===== src/rtl/sram128x8_ctrl_pkg.sv =====
`default_nettype none
// ============================================================================
// Module      : sram128x8_ctrl_pkg
// Description : Shared constants and types for the 128x8 SRAM macro controller.
//               AW/DW give the macro geometry. RSP_DEPTH is the read-response
//               FIFO depth, which also sets the read credit limit.
// Revision    : 1.0 - initial release
// ============================================================================
package sram128x8_ctrl_pkg;

    localparam int AW        = 7;
    localparam int DW        = 8;
    localparam int DEPTH     = 128;
    localparam int RSP_DEPTH = 4;
    // Width of a counter that can hold 0..RSP_DEPTH inclusive
    localparam int CNT_W     = $clog2(RSP_DEPTH + 1);

    typedef enum logic [0:0] {
        S_INIT = 1'b0,
        S_RUN  = 1'b1
    } state_e;

    typedef struct packed {
        logic          we;
        logic [AW-1:0] addr;
        logic [DW-1:0] wdata;
        logic [DW-1:0] wmask;
    } req_t;

endpackage : sram128x8_ctrl_pkg
`default_nettype wire


===== src/rtl/sram128x8_ctrl_rspfifo.sv =====
`default_nettype none
// ============================================================================
// Module      : sram128x8_ctrl_rspfifo
// Description : RSP_DEPTH-entry synchronous read-response FIFO with an
//               occupancy count. The read data is forced to zero while the
//               FIFO is empty.
// Ports       : i_clk    - clock
//               i_rstn   - synchronous active-low reset (flushes the FIFO)
//               i_push   - write i_wdata (ignored when full and not popping)
//               i_wdata  - data to write
//               i_pop    - remove the head entry (ignored when empty)
//               o_valid  - FIFO is not empty
//               o_rdata  - head entry
//               o_count  - number of stored entries, 0..RSP_DEPTH
// Revision    : 1.0 - initial release
// ============================================================================
module sram128x8_ctrl_rspfifo
    import sram128x8_ctrl_pkg::*;
(
    input  logic             i_clk,
    input  logic             i_rstn,
    input  logic             i_push,
    input  logic [DW-1:0]    i_wdata,
    input  logic             i_pop,
    output logic             o_valid,
    output logic [DW-1:0]    o_rdata,
    output logic [CNT_W-1:0] o_count
);

    localparam int PW = $clog2(RSP_DEPTH);

    logic [DW-1:0]    r_mem_q [RSP_DEPTH];
    logic [PW-1:0]    r_wptr_q,  w_wptr_d;
    logic [PW-1:0]    r_rptr_q,  w_rptr_d;
    logic [CNT_W-1:0] r_count_q, w_count_d;
    logic             w_do_push;
    logic             w_do_pop;

    always_comb begin
        w_do_pop  = i_pop && (r_count_q != '0);
        // A simultaneous pop frees the slot, so a full FIFO can still accept
        w_do_push = i_push && ((r_count_q != CNT_W'(RSP_DEPTH)) || w_do_pop);
        w_wptr_d  = w_do_push ? r_wptr_q + PW'(1) : r_wptr_q;
        w_rptr_d  = w_do_pop  ? r_rptr_q + PW'(1) : r_rptr_q;
        w_count_d = r_count_q;
        if (w_do_push && !w_do_pop) begin
            w_count_d = r_count_q + CNT_W'(1);
        end else if (!w_do_push && w_do_pop) begin
            w_count_d = r_count_q - CNT_W'(1);
        end
    end

    always_ff @(posedge i_clk) begin
        if (!i_rstn) begin
            r_wptr_q  <= '0;
            r_rptr_q  <= '0;
            r_count_q <= '0;
        end else begin
            r_wptr_q  <= w_wptr_d;
            r_rptr_q  <= w_rptr_d;
            r_count_q <= w_count_d;
        end
    end

    // Storage needs no reset: the empty-gating below hides stale entries
    always_ff @(posedge i_clk) begin
        if (w_do_push) begin
            r_mem_q[r_wptr_q] <= i_wdata;
        end
    end

    assign o_valid = (r_count_q != '0);
    assign o_rdata = o_valid ? r_mem_q[r_rptr_q] : '0;
    assign o_count = r_count_q;

endmodule : sram128x8_ctrl_rspfifo
`default_nettype wire


===== src/rtl/sram128x8_ctrl.sv =====
`default_nettype none
// ============================================================================
// Module      : sram128x8_ctrl
// Description : Host-side controller for a 128x8 SRAM macro. It converts
//               valid/ready request and response channels into the macro's
//               active-low CEN/GWEN/WEN pin protocol. After reset it can
//               optionally sweep-write INIT_VALUE into every word.
// Ports       : CLK, RSTN            - clock, synchronous active-low reset
//               req_valid/req_ready  - request handshake
//               req_we/addr/wdata/wmask - request payload (wmask active-high)
//               rsp_valid/rsp_ready  - read-response handshake
//               rsp_rdata            - read data
//               init_done            - sweep complete, requests accepted
//               sram_cen/gwen/wen/a/d - registered macro drives
//               sram_q               - macro read data
// Revision    : 1.0 - initial release
// ============================================================================
module sram128x8_ctrl
    import sram128x8_ctrl_pkg::*;
#(
    parameter bit          INIT_CLEAR = 1'b1,
    parameter logic [7:0]  INIT_VALUE = 8'h00
) (
    input  logic          CLK,
    input  logic          RSTN,
    input  logic          req_valid,
    output logic          req_ready,
    input  logic          req_we,
    input  logic [AW-1:0] req_addr,
    input  logic [DW-1:0] req_wdata,
    input  logic [DW-1:0] req_wmask,
    output logic          rsp_valid,
    input  logic          rsp_ready,
    output logic [DW-1:0] rsp_rdata,
    output logic          init_done,
    output logic          sram_cen,
    output logic          sram_gwen,
    output logic [DW-1:0] sram_wen,
    output logic [AW-1:0] sram_a,
    output logic [DW-1:0] sram_d,
    input  logic [DW-1:0] sram_q
);

    localparam state_e        c_RST_STATE = INIT_CLEAR ? S_INIT : S_RUN;
    localparam logic [AW-1:0] c_LAST_ADDR = AW'(DEPTH - 1);

    state_e           r_state_q,     w_state_d;
    logic [AW-1:0]    r_init_cnt_q,  w_init_cnt_d;
    logic             r_init_done_q, w_init_done_d;
    // Read in flight: stage A = pins hold a read, stage B = macro Q valid
    logic             r_a_rd_q,      w_a_rd_d;
    logic             r_b_rd_q,      w_b_rd_d;
    logic             r_cen_q,       w_cen_d;
    logic             r_gwen_q,      w_gwen_d;
    logic [DW-1:0]    r_wen_q,       w_wen_d;
    logic [AW-1:0]    r_a_q,         w_a_d;
    logic [DW-1:0]    r_d_q,         w_d_d;

    req_t             w_req;
    logic             w_accept;
    logic [CNT_W-1:0] w_fifo_count;
    logic [CNT_W:0]   w_credit_used;

    assign w_req = '{we: req_we, addr: req_addr, wdata: req_wdata, wmask: req_wmask};

    // Every read already reserved a FIFO slot when accepted, so the credit
    // check covers stored responses plus reads still in the pipe. It depends
    // only on registers, never on rsp_ready.
    assign w_credit_used = {1'b0, w_fifo_count}
                         + {{CNT_W{1'b0}}, r_a_rd_q}
                         + {{CNT_W{1'b0}}, r_b_rd_q};
    assign req_ready = (r_state_q == S_RUN) && r_init_done_q
                     && (w_credit_used < (CNT_W + 1)'(RSP_DEPTH));
    assign w_accept  = req_valid && req_ready;

    always_comb begin
        w_state_d     = r_state_q;
        w_init_cnt_d  = r_init_cnt_q;
        w_init_done_d = r_init_done_q;
        w_a_rd_d      = 1'b0;
        w_b_rd_d      = r_a_rd_q;
        // Idle pins by default; address and data hold their last value
        w_cen_d       = 1'b1;
        w_gwen_d      = 1'b1;
        w_wen_d       = '1;
        w_a_d         = r_a_q;
        w_d_d         = r_d_q;
        case (r_state_q)
            S_INIT: begin
                w_cen_d      = 1'b0;
                w_gwen_d     = 1'b0;
                w_wen_d      = '0;
                w_a_d        = r_init_cnt_q;
                w_d_d        = INIT_VALUE;
                w_init_cnt_d = r_init_cnt_q + AW'(1);
                if (r_init_cnt_q == c_LAST_ADDR) begin
                    w_state_d     = S_RUN;
                    w_init_done_d = 1'b1;
                end
            end
            S_RUN: begin
                w_init_done_d = 1'b1;
                if (w_accept) begin
                    w_cen_d = 1'b0;
                    w_a_d   = w_req.addr;
                    if (w_req.we) begin
                        w_gwen_d = 1'b0;
                        w_wen_d  = ~w_req.wmask;
                        w_d_d    = w_req.wdata;
                    end else begin
                        w_a_rd_d = 1'b1;
                    end
                end
            end
            default: begin
                w_state_d = S_RUN;
            end
        endcase
    end

    always_ff @(posedge CLK) begin
        if (!RSTN) begin
            r_state_q     <= c_RST_STATE;
            r_init_cnt_q  <= '0;
            r_init_done_q <= 1'b0;
            r_a_rd_q      <= 1'b0;
            r_b_rd_q      <= 1'b0;
            r_cen_q       <= 1'b1;
            r_gwen_q      <= 1'b1;
            r_wen_q       <= '1;
            r_a_q         <= '0;
            r_d_q         <= '0;
        end else begin
            r_state_q     <= w_state_d;
            r_init_cnt_q  <= w_init_cnt_d;
            r_init_done_q <= w_init_done_d;
            r_a_rd_q      <= w_a_rd_d;
            r_b_rd_q      <= w_b_rd_d;
            r_cen_q       <= w_cen_d;
            r_gwen_q      <= w_gwen_d;
            r_wen_q       <= w_wen_d;
            r_a_q         <= w_a_d;
            r_d_q         <= w_d_d;
        end
    end

    // Stage B means the macro sampled a read on the last edge, so Q is
    // valid now and is captured on this edge.
    sram128x8_ctrl_rspfifo u_rspfifo (
        .i_clk   (CLK),
        .i_rstn  (RSTN),
        .i_push  (r_b_rd_q),
        .i_wdata (sram_q),
        .i_pop   (rsp_valid && rsp_ready),
        .o_valid (rsp_valid),
        .o_rdata (rsp_rdata),
        .o_count (w_fifo_count)
    );

    assign init_done = r_init_done_q;
    assign sram_cen  = r_cen_q;
    assign sram_gwen = r_gwen_q;
    assign sram_wen  = r_wen_q;
    assign sram_a    = r_a_q;
    assign sram_d    = r_d_q;

endmodule : sram128x8_ctrl
`default_nettype wire


===== config.mk =====
export PLATFORM = sky130hd
export DESIGN_NAME = sram128x8_ctrl
export DESIGN_NICKNAME = d
export VERILOG_FILES = /design/src/rtl/sram128x8_ctrl_pkg.sv /design/src/rtl/sram128x8_ctrl_rspfifo.sv /design/src/rtl/sram128x8_ctrl.sv
export SDC_FILE = /design/constraint.sdc
export NUM_CORES = 1
export LEC_CHECK = 0
export ABC_AREA = 1
export CORE_ASPECT_RATIO = 1.25
export CORE_UTILIZATION = 50
export CTS_CLUSTER_DIAMETER = 120
export DETAILED_ROUTE_END_ITERATION = 16
export PLACE_DENSITY = 0.86
export SLEW_MARGIN = 0
export SYNTH_ARGS = -nofsm -noshare
export SYNTH_HDL_FRONTEND = slang
export SYNTH_HIERARCHICAL = 1
export SYNTH_SLANG_ARGS = --single-unit

===== constraint.sdc =====
create_clock -name CLK -period 6.1 [get_ports CLK]
set_input_delay 1.22 -clock CLK [delete_from_list [all_inputs] [get_ports CLK]]
set_output_delay 1.22 -clock CLK [all_outputs]
set_load 0.05 [all_outputs]

Yosys cells after proc, flatten, opt, wreduce, memory -nomap -nowiden --
Memory sizes are Yosys's and may differ from the RTL's. A register that Yosys moved wholly into a read port is not among the register bits. Index checks and enable logic that the tools add are counted.
Word-level totals: memories kept 1, bits of input ports 36, flip-flop bits (word level) 43, output and inout bits 36, logic and storage cells 68, bits in writable memories 32
Cells by class: equal/unequal tests 5, bitwise logic cells 2, magnitude comparators 1, $add $sub $neg 7, mux-type cells 24, reductions and logical operators 15
Memories:
- u_rspfifo.r_mem_q | depth 4, bits a word 8, rd ports 1, clocked after Yosys merged registers in 1, wr ports 1, line sram128x8_ctrl_rspfifo.sv:32 | logic [DW-1:0] r_mem_q [RSP_DEPTH];
Operators by type and width (number):
- $mux W8 | 5
- $pmux W8 S2 | 2
- $pmux W7 S2 | 1
- $logic_and A1 B1 Y1 | 8
- $mux W1 | 8
- $not A8 Y8 | 1
- $add A7 B1 Y7 const B | 1
- $eq A7 B7 Y1 const B | 1
- $mux W7 | 1
- $mux W3 | 2
- $pmux W1 S2 | 3
- $add A2 B1 Y2 const B | 2
- $add A3 B1 Y4 | 1
- $add A4 B1 Y4 | 1
- $lt A4 B3 Y1 const B | 1
- $mux W2 | 2
- $ne A2 B2 Y1 const B | 2
- $add A3 B1 Y3 const B | 1
- $ne A3 B3 Y1 const B | 1
- $reduce_and A3 Y1 | 1
- $reduce_bool A3 Y1 | 1
- $sub A3 B1 Y3 const B | 1
- $logic_not A1 Y1 | 2
- $ne A2 B1 Y1 const B | 1
- 4 further kinds | 4

Logic depth before layout (Yosys ltp) --
Gate-level depths: netlist of run 1.
depth after elaboration 9, gate-level depth with buffers 17, mapped depth without buffers 17

Hierarchy --
The synthesis of run 1 kept the hierarchy.
Modules (own cells, without submodules):
- sram128x8_ctrl_rspfifo | area an instance 1745.4 um2, instances 1, cells each 165, sequential area each 1141.1 um2
- sram128x8_ctrl | area an instance 1408.9 um2, instances 1, cells each 174, sequential area each 720.7 um2

Worst setup path before layout of run 1 --
Ideal clock, no wire load.
path kind register -> output, start point register u_rspfifo.r_count_q[1], in the netlist u_rspfifo/o_count[1], end point output port rsp_rdata[0], cell stages (with the launch flop) 5, arrival time 1.731 ns, setup slack 3.149 ns, buffers on the path 0, required time 4.880 ns, path through dfxtp_1 > nor2_1 > nand2_2 > inv_1 > a21oi_1
Between the ends: longest elaborated chain between the ends 2
RTL lines:
- from (decl) | line sram128x8_ctrl_rspfifo.sv:35 | logic [CNT_W-1:0] r_count_q, w_count_d;
- from (signal assigned) | line sram128x8_ctrl_rspfifo.sv:61 | r_count_q <= w_count_d;
- $reduce_bool A3 Y1 | line sram128x8_ctrl_rspfifo.sv:72 | assign o_valid = (r_count_q != '0);
- via rsp_valid | line sram128x8_ctrl.sv:32 | output logic rsp_valid,
- $mux W8 | line sram128x8_ctrl_rspfifo.sv:73 | assign o_rdata = o_valid ? r_mem_q[r_rptr_q] : '0;
- to (decl) | line sram128x8_ctrl.sv:34 | output logic [DW-1:0] rsp_rdata,
The timed path passes the listed nets, and every way through them passes these cells.

Final worst setup path of run 1 --
start point register r_state_q, end point output port req_ready
Between the ends: longest elaborated chain between the ends 2
RTL lines:
- from (decl) | line sram128x8_ctrl.sv:47 | state_e r_state_q, w_state_d;
- from (signal assigned) | line sram128x8_ctrl.sv:123 | r_state_q <= c_RST_STATE;
- from (signal assigned) | line sram128x8_ctrl.sv:134 | r_state_q <= w_state_d;
- $logic_and A1 B1 Y1 | line sram128x8_ctrl.sv:72 | assign req_ready = (r_state_q == S_RUN) && r_init_done_q
- $logic_and A1 B1 Y1 | line sram128x8_ctrl.sv:73 | && (w_credit_used < (CNT_W + 1)'(RSP_DEPTH));
- to (decl) | line sram128x8_ctrl.sv:27 | output logic req_ready,
No other way between the ends.

==> impl_metrics.yaml, run 1 <==
placed_design:
  io_buffers: 71
  place_congestion: 0.7808
  place_inst: 485
  dp_hpwl_um: 4550
synth:
  muxShareOfSynthArea_pct: 0
  synthSimpleGateAreaFrac_pct: 20.11
  synth_area_leaders: "edfxtp_1 (30%), dfxtp_1 (29%), nand2_1 (7.1%)"
  ys_types: 27
  avgSynthCellArea_um2: 9.305
  syn_area_um2: 3154
  syn_nets: 383
  synth_top_area_cell: "edfxtp_1"
  synth_seq_area_share_pct: 59.02
  yosys.area_share.xor_xnor_pct: 0.5553
  synth_top_family_by_area: "simple AND/OR/NAND/NOR gates"
  netlist.area_leader.share_pct: 30.46
  synthAdderAreaFrac_pct: 3.411
  synth_compound_area_share_pct: 10.79
  synth_warnings: 6
  syn-instance-count: 339
  ys_ff_latch: 77
pwr:
  p_leak_uw: 0.001486
  ir_worst_vdd_uv: 184.9
  powerDensity_nw_per_um2: 240.1
global_routing:
  grt_pass1_vias: 2373
  grt_max_degree: 30
  antenna_found_initial: 0
  grt-ovfl-total: 0
  track_usage_pct: 20.61
  grt_first_pass_wirelength_um: 10520
worst_setup_path:
  endpoint: "req_ready"
  crit_arrival_ns: 2.58
  cp_max_fo: 29
  cp-start-kind: "flop"
  worstSetupPathType: "flop to output port"
  endpoint_kind: "output port"
  reg2regPathDepth: 17
  r2r-end: "u_rspfifo/o_count[2]"
  r2r-start: "u_rspfifo/o_count[1]"
  crit_start: "r_state_q"
  crit_required_ns: 4.88
  regToRegSetupSlack_ns: 3.73
floorplanning:
  dieArea_um2: 6632
  initial_utilization_pct: 51.49
  core_area_um2: 6126
  die_y_um: 90.80
  die_width_um: 73.04
  num_rows: 32
  pin_count: 72
sta:
  setup_violations: 0
  final.setup.tns_ns: 0
  maxSlewHeadroom_pct: 33.37
  period_needed_ns: 3.801
  fmax_mhz: 263.1
  fin_skew_ns: 0.007045
  drv_slew: 0
  fin_hold_ws_ns: 0.4336
  hold_viol: 0
  tightestPinTransition_ns: 0.9981
  min_period_over_period_pct: 62.31
  rsz0062_at_grt: "no"
clocking:
  cts_made_buffers: 9
  clockBufferDepth: 2
  clock_latency_ns: 0.34
  htreeDepth: 3
  post-cts-setup-buffers: 0
  cts-resized-gates: 0
  clk_pin_slew_ns: 0.07
  root_buffer: "clkbuf_8"
  numClockSinks: 77
  cts_tree: "done"
  postCtsHoldBufs: 0
layout:
  num-nets-final: 455
  mostFrequentLayoutCells: "clkdlybuf4s50_1 (71), nand2_1 (60), nor2_1 (54), dfxtp_1 (45), edfxtp_1 (32)"
  antenna_cells: 0
  mostFrequentLayoutCell: "clkdlybuf4s50_1"
  multi_input_comb_area_um2: 1100
  regArea_um2: 1862
  syn2layout_area_growth_pct: 29.35
  drive_gt1_share_pct: 6.024
  layout.cells.non_filler: 500
  fill_cells: 481
detailed_routing:
  first_pass_iters: 4
  routed-via-count: 2525
  drt-initial-drc-count: 121
  ant_nets: 0
  wl_um: 6404
  drc: 0
  vias_per_cell: 5.050
  wl_per_cell_um: 12.81
worst_hold_path:
  hold_path.class: "flop to flop"
run_status:
  run_status: "completed"
job:
  cap_violations: 0
worst min-delay path by stage:
stage               startpoint        to  slack [ns]  depth (start not counted)
finish                r_a_rd_q  r_b_rd_q        0.43                          2
global route          r_a_rd_q  r_b_rd_q        0.46                          2
global placement      r_a_rd_q  r_b_rd_q        0.41                          2
CTS                   r_a_rd_q  r_b_rd_q        0.44                          2
detailed placement    r_a_rd_q  r_b_rd_q        0.42                          2
floorplan             r_a_rd_q  r_b_rd_q        0.41                          2
synthesized netlist by cell type, drive strengths merged:
cell type,instances
fa,1
inv,30
nor3,4
xor2,2
a21oi,33
nand4,4
nand2,63
dfxtp,45
clkbuf,2
o21ai,32
edfxtp,32
nand3,20
ha,7
buf,8
nor2,56
routing by layer:
metal / GRT usage, % / vias up / share of wire, %
met5: 0 / - / 0
met1: 24.62 / 1179 / 43
met2: 35.49 / 69 / 51
met3: 3.795 / 11 / 4.6
met4: 8.660 / 0 / 1.6
li1: - / 1266 / -
where the power goes:
part | switching, uW | internal [uW]
sequential | 3.27 | 541
clock | 177 | 195
combinational | 32.1 | 30.5
total | 213 | 767
metrics by stage:
stage,setup slack (ns),cell area [um^2],total power (uW),utilization (%)
after floorplan,3.149,3154,581.3,-
after global placement,2.742,3891,617.6,63.52
after detailed placement,2.717,3891,619.0,63.52
after CTS,2.328,4080,984.2,66.61
after global routing,2.125,4080,1010,66.61
final,2.299,4080,979.5,66.61
logic make-up after synthesis:
kind of cell	count (synthesis)
AO/OA/AOI/OAI	65
XOR/XNOR	2
adder cells (fa/ha/maj)	8
buffers and inverters	40
flip-flops	77
AND/OR/NAND/NOR	147
critical path, stage by stage (launching register included):
cell             delay [ns]
dfxtp_1                0.98
nand3_1                0.20
a21oi_2                0.22
clkdlybuf4s50_1        0.84
cell type report:
type	count	area share [%]
clock inverter	5	1.257
timing repair buffer	71	17.42
tap	85	2.607
inverter	30	2.760
clock buffer	10	3.373
sequential	77	45.63
multi-input combinational	222	26.95
registers in the layout, indices dropped and copies added, names as in the netlist, 2 cells and up, named ones only:
name / flops
u_rspfifo/r_mem_q: 32
u_rspfifo/r_wptr_q: 2
sram_a: 7
r_init_cnt_q: 7
u_rspfifo/r_rptr_q: 2
sram_wen: 8
sram_d: 8
u_rspfifo/o_count: 3
Note: power is estimated with default switching activity, not from simulation.
==> run 2: changes to the inputs <==
- CORE_UTILIZATION: 50 -> 45
- PLACE_DENSITY: 0.86 -> 0.82
- clock period: 6.1 -> 3.25 ns (I/O delays scaled with it)
==> run 2 against run 1 <==
Net effect:
- die area rose by 11%
- clock power rose by 96%
- highest routed layer unchanged
- global-route usage fell by 2.1 points
- largest power group unchanged
- sequential cell count did not move
- critical endpoint is now rsp_rdata[7]
- largest cell class unchanged
- sequential share of layout area fell by 0.70 points
- first-iteration DRC count rose by 17%
==> impl_metrics.yaml, run 2 (synthesis gave the netlist of run 1 again) <==
run_status:
  run_status: "completed"
floorplanning:
  core_area_um2: 6648
  pin_count: 72
  die_y_um: 95.61
  dieArea_um2: 7351
  initial_utilization_pct: 47.45
  num_rows: 33
  die_width_um: 76.89
pwr:
  p_leak_uw: 0.001523
  total_power_uw: 1870
  ir_worst_vdd_uv: 248.0
  powerDensity_nw_per_um2: 451.3
global_routing:
  track_usage_pct: 18.49
  grt_first_pass_wirelength_um: 10410
  grt_max_degree: 29
  grt_pass1_vias: 2367
  antenna_found_initial: 0
  grt-ovfl-total: 0
worst_setup_path:
  cp_cell_sequence: "nor2_1, nor2_1, o21ai_0, a21oi_1, clkdlybuf4s50_1"
  path_buf_inv: 1
  crit_required_ns: 2.60
  cpPeakStageDelay_ns: 0.82
  cp_max_fo: 17
  cpLargestDelayFamily: "buffers and inverters"
  crit_arrival_ns: 2.34
  cp_slowest_cell: "clkdlybuf4s50_1"
  cp-start-kind: "flop"
  endpoint_kind: "output port"
  worstSetupPathType: "flop to output port"
  cp_common_cell: "nor2_1"
sta:
  drv_slew: 0
  rsz0062_at_grt: "no"
  min_period_over_period_pct: 92.07
  fmax_mhz: 334.2
  final.setup.tns_ns: 0
  setup_violations: 0
  maxSlewHeadroom_pct: 60.35
  period_needed_ns: 2.992
  fin_skew_ns: 0.007485
  hold_viol: 0
  tightestPinTransition_ns: 0.5940
layout:
  mostFrequentLayoutCell: "clkdlybuf4s50_1"
  largest_reg_flops: 32
  syn2layout_area_growth_pct: 31.38
  drive_gt1_share_pct: 7.820
  antenna_cells: 0
  num-nets-final: 461
  regMostFlops: "u_rspfifo/r_mem_q"
  mostFrequentLayoutCells: "clkdlybuf4s50_1 (71), nand2_1 (60), nor2_1 (54), dfxtp_1 (45), edfxtp_1 (32)"
detailed_routing:
  wl_met2_um: 3047
  ant_nets: 0
  wl_per_cell_um: 12.49
  routed-via-count: 2543
  drt-initial-drc-count: 142
  wirelength_met1_um: 2696
  wl_um: 6356
  met3_length_um: 479
  first_pass_iters: 4
  vias_per_cell: 4.996
  top_layer: "met4"
  drc: 0
clocking:
  cts_tree: "done"
  clockBufferDepth: 2
  postCtsHoldBufs: 0
  htreeDepth: 3
  clock_latency_ns: 0.35
  post-cts-setup-buffers: 0
  root_buffer: "clkbuf_8"
  clk_pin_slew_ns: 0.08
  cts_made_buffers: 9
  numClockSinks: 77
  cts-resized-gates: 0
job:
  cap_violations: 0
placed_design:
  io_buffers: 71
  dp_hpwl_um: 4493
  place_congestion: 0.7408
worst_hold_path:
  hold_path.class: "flop to flop"
## run 2: changes by cell type in the layout (fill, tap and decap cells not counted), sizes merged
cell | before | now
buf | 0 | 6
inv | 30 | 32
clkbuf | 10 | 9
## run 2: cell type report
type	count	area, um^2
multi-input cells	222	1100
repair buffers	77	755.7
flip-flops and latches	77	1862
inverters	30	112.6
fillers	548	2504
clock inverters	7	81.33
well taps	87	108.9
clock buffers	9	123.9
## run 2: through the flow
step                      util (%)  setup WS (ns)  cell area (um^2)  std cells  hold slack [ns]
after floorplan                  -         0.8686              3154        339           0.4073
after global placement       59.25         0.5861              3939        493           0.4147
after detailed placement     59.25         0.5345              3939        493           0.4279
after CTS                    62.34         0.2008              4144        509           0.4534
after global routing         62.34        0.03968              4144        509           0.4923
final                        62.34         0.2577              4144        509           0.4440
## run 2: worst paths after layout
path,start,endpoint,slack [ns],cells after the start
max reg2reg,u_rspfifo/o_count[1],u_rspfifo/o_count[1],0.88,13
min reg2reg,r_a_rd_q,r_b_rd_q,0.44,2
min,r_a_rd_q,r_b_rd_q,0.44,2
max,flop,rsp_rdata[7],0.26,5
## run 2: where the power goes
| group | switching [uW] | internal [uW] |
|---|---|---|
| sequential | 6.55 | 1020 |
| clock | 367 | 364 |
| combinational | 59.6 | 58.0 |
| total | 433 | 1440 |
## run 2: worst reg2reg max path: stages, from the launching register on
cell and delay (ns):
dfxtp_1 0.39, nor2_1 0.21, nand2_2 0.13, nand2_1 0.09, inv_1 0.08, nor2_1 0.12
nand2_1 0.12, nand2_1 0.16, inv_1 0.06, ha_1 0.21, inv_1 0.09, fa_1 0.41
o21ai_0 0.16, nor2_1 0.06
## run 2: metal layers
metal  track usage [%]  vias up
li1                  -     1277
met1             20.45     1163
met2             31.62       89
met3             6.316       14
met4             9.615        0
met5                 0        -
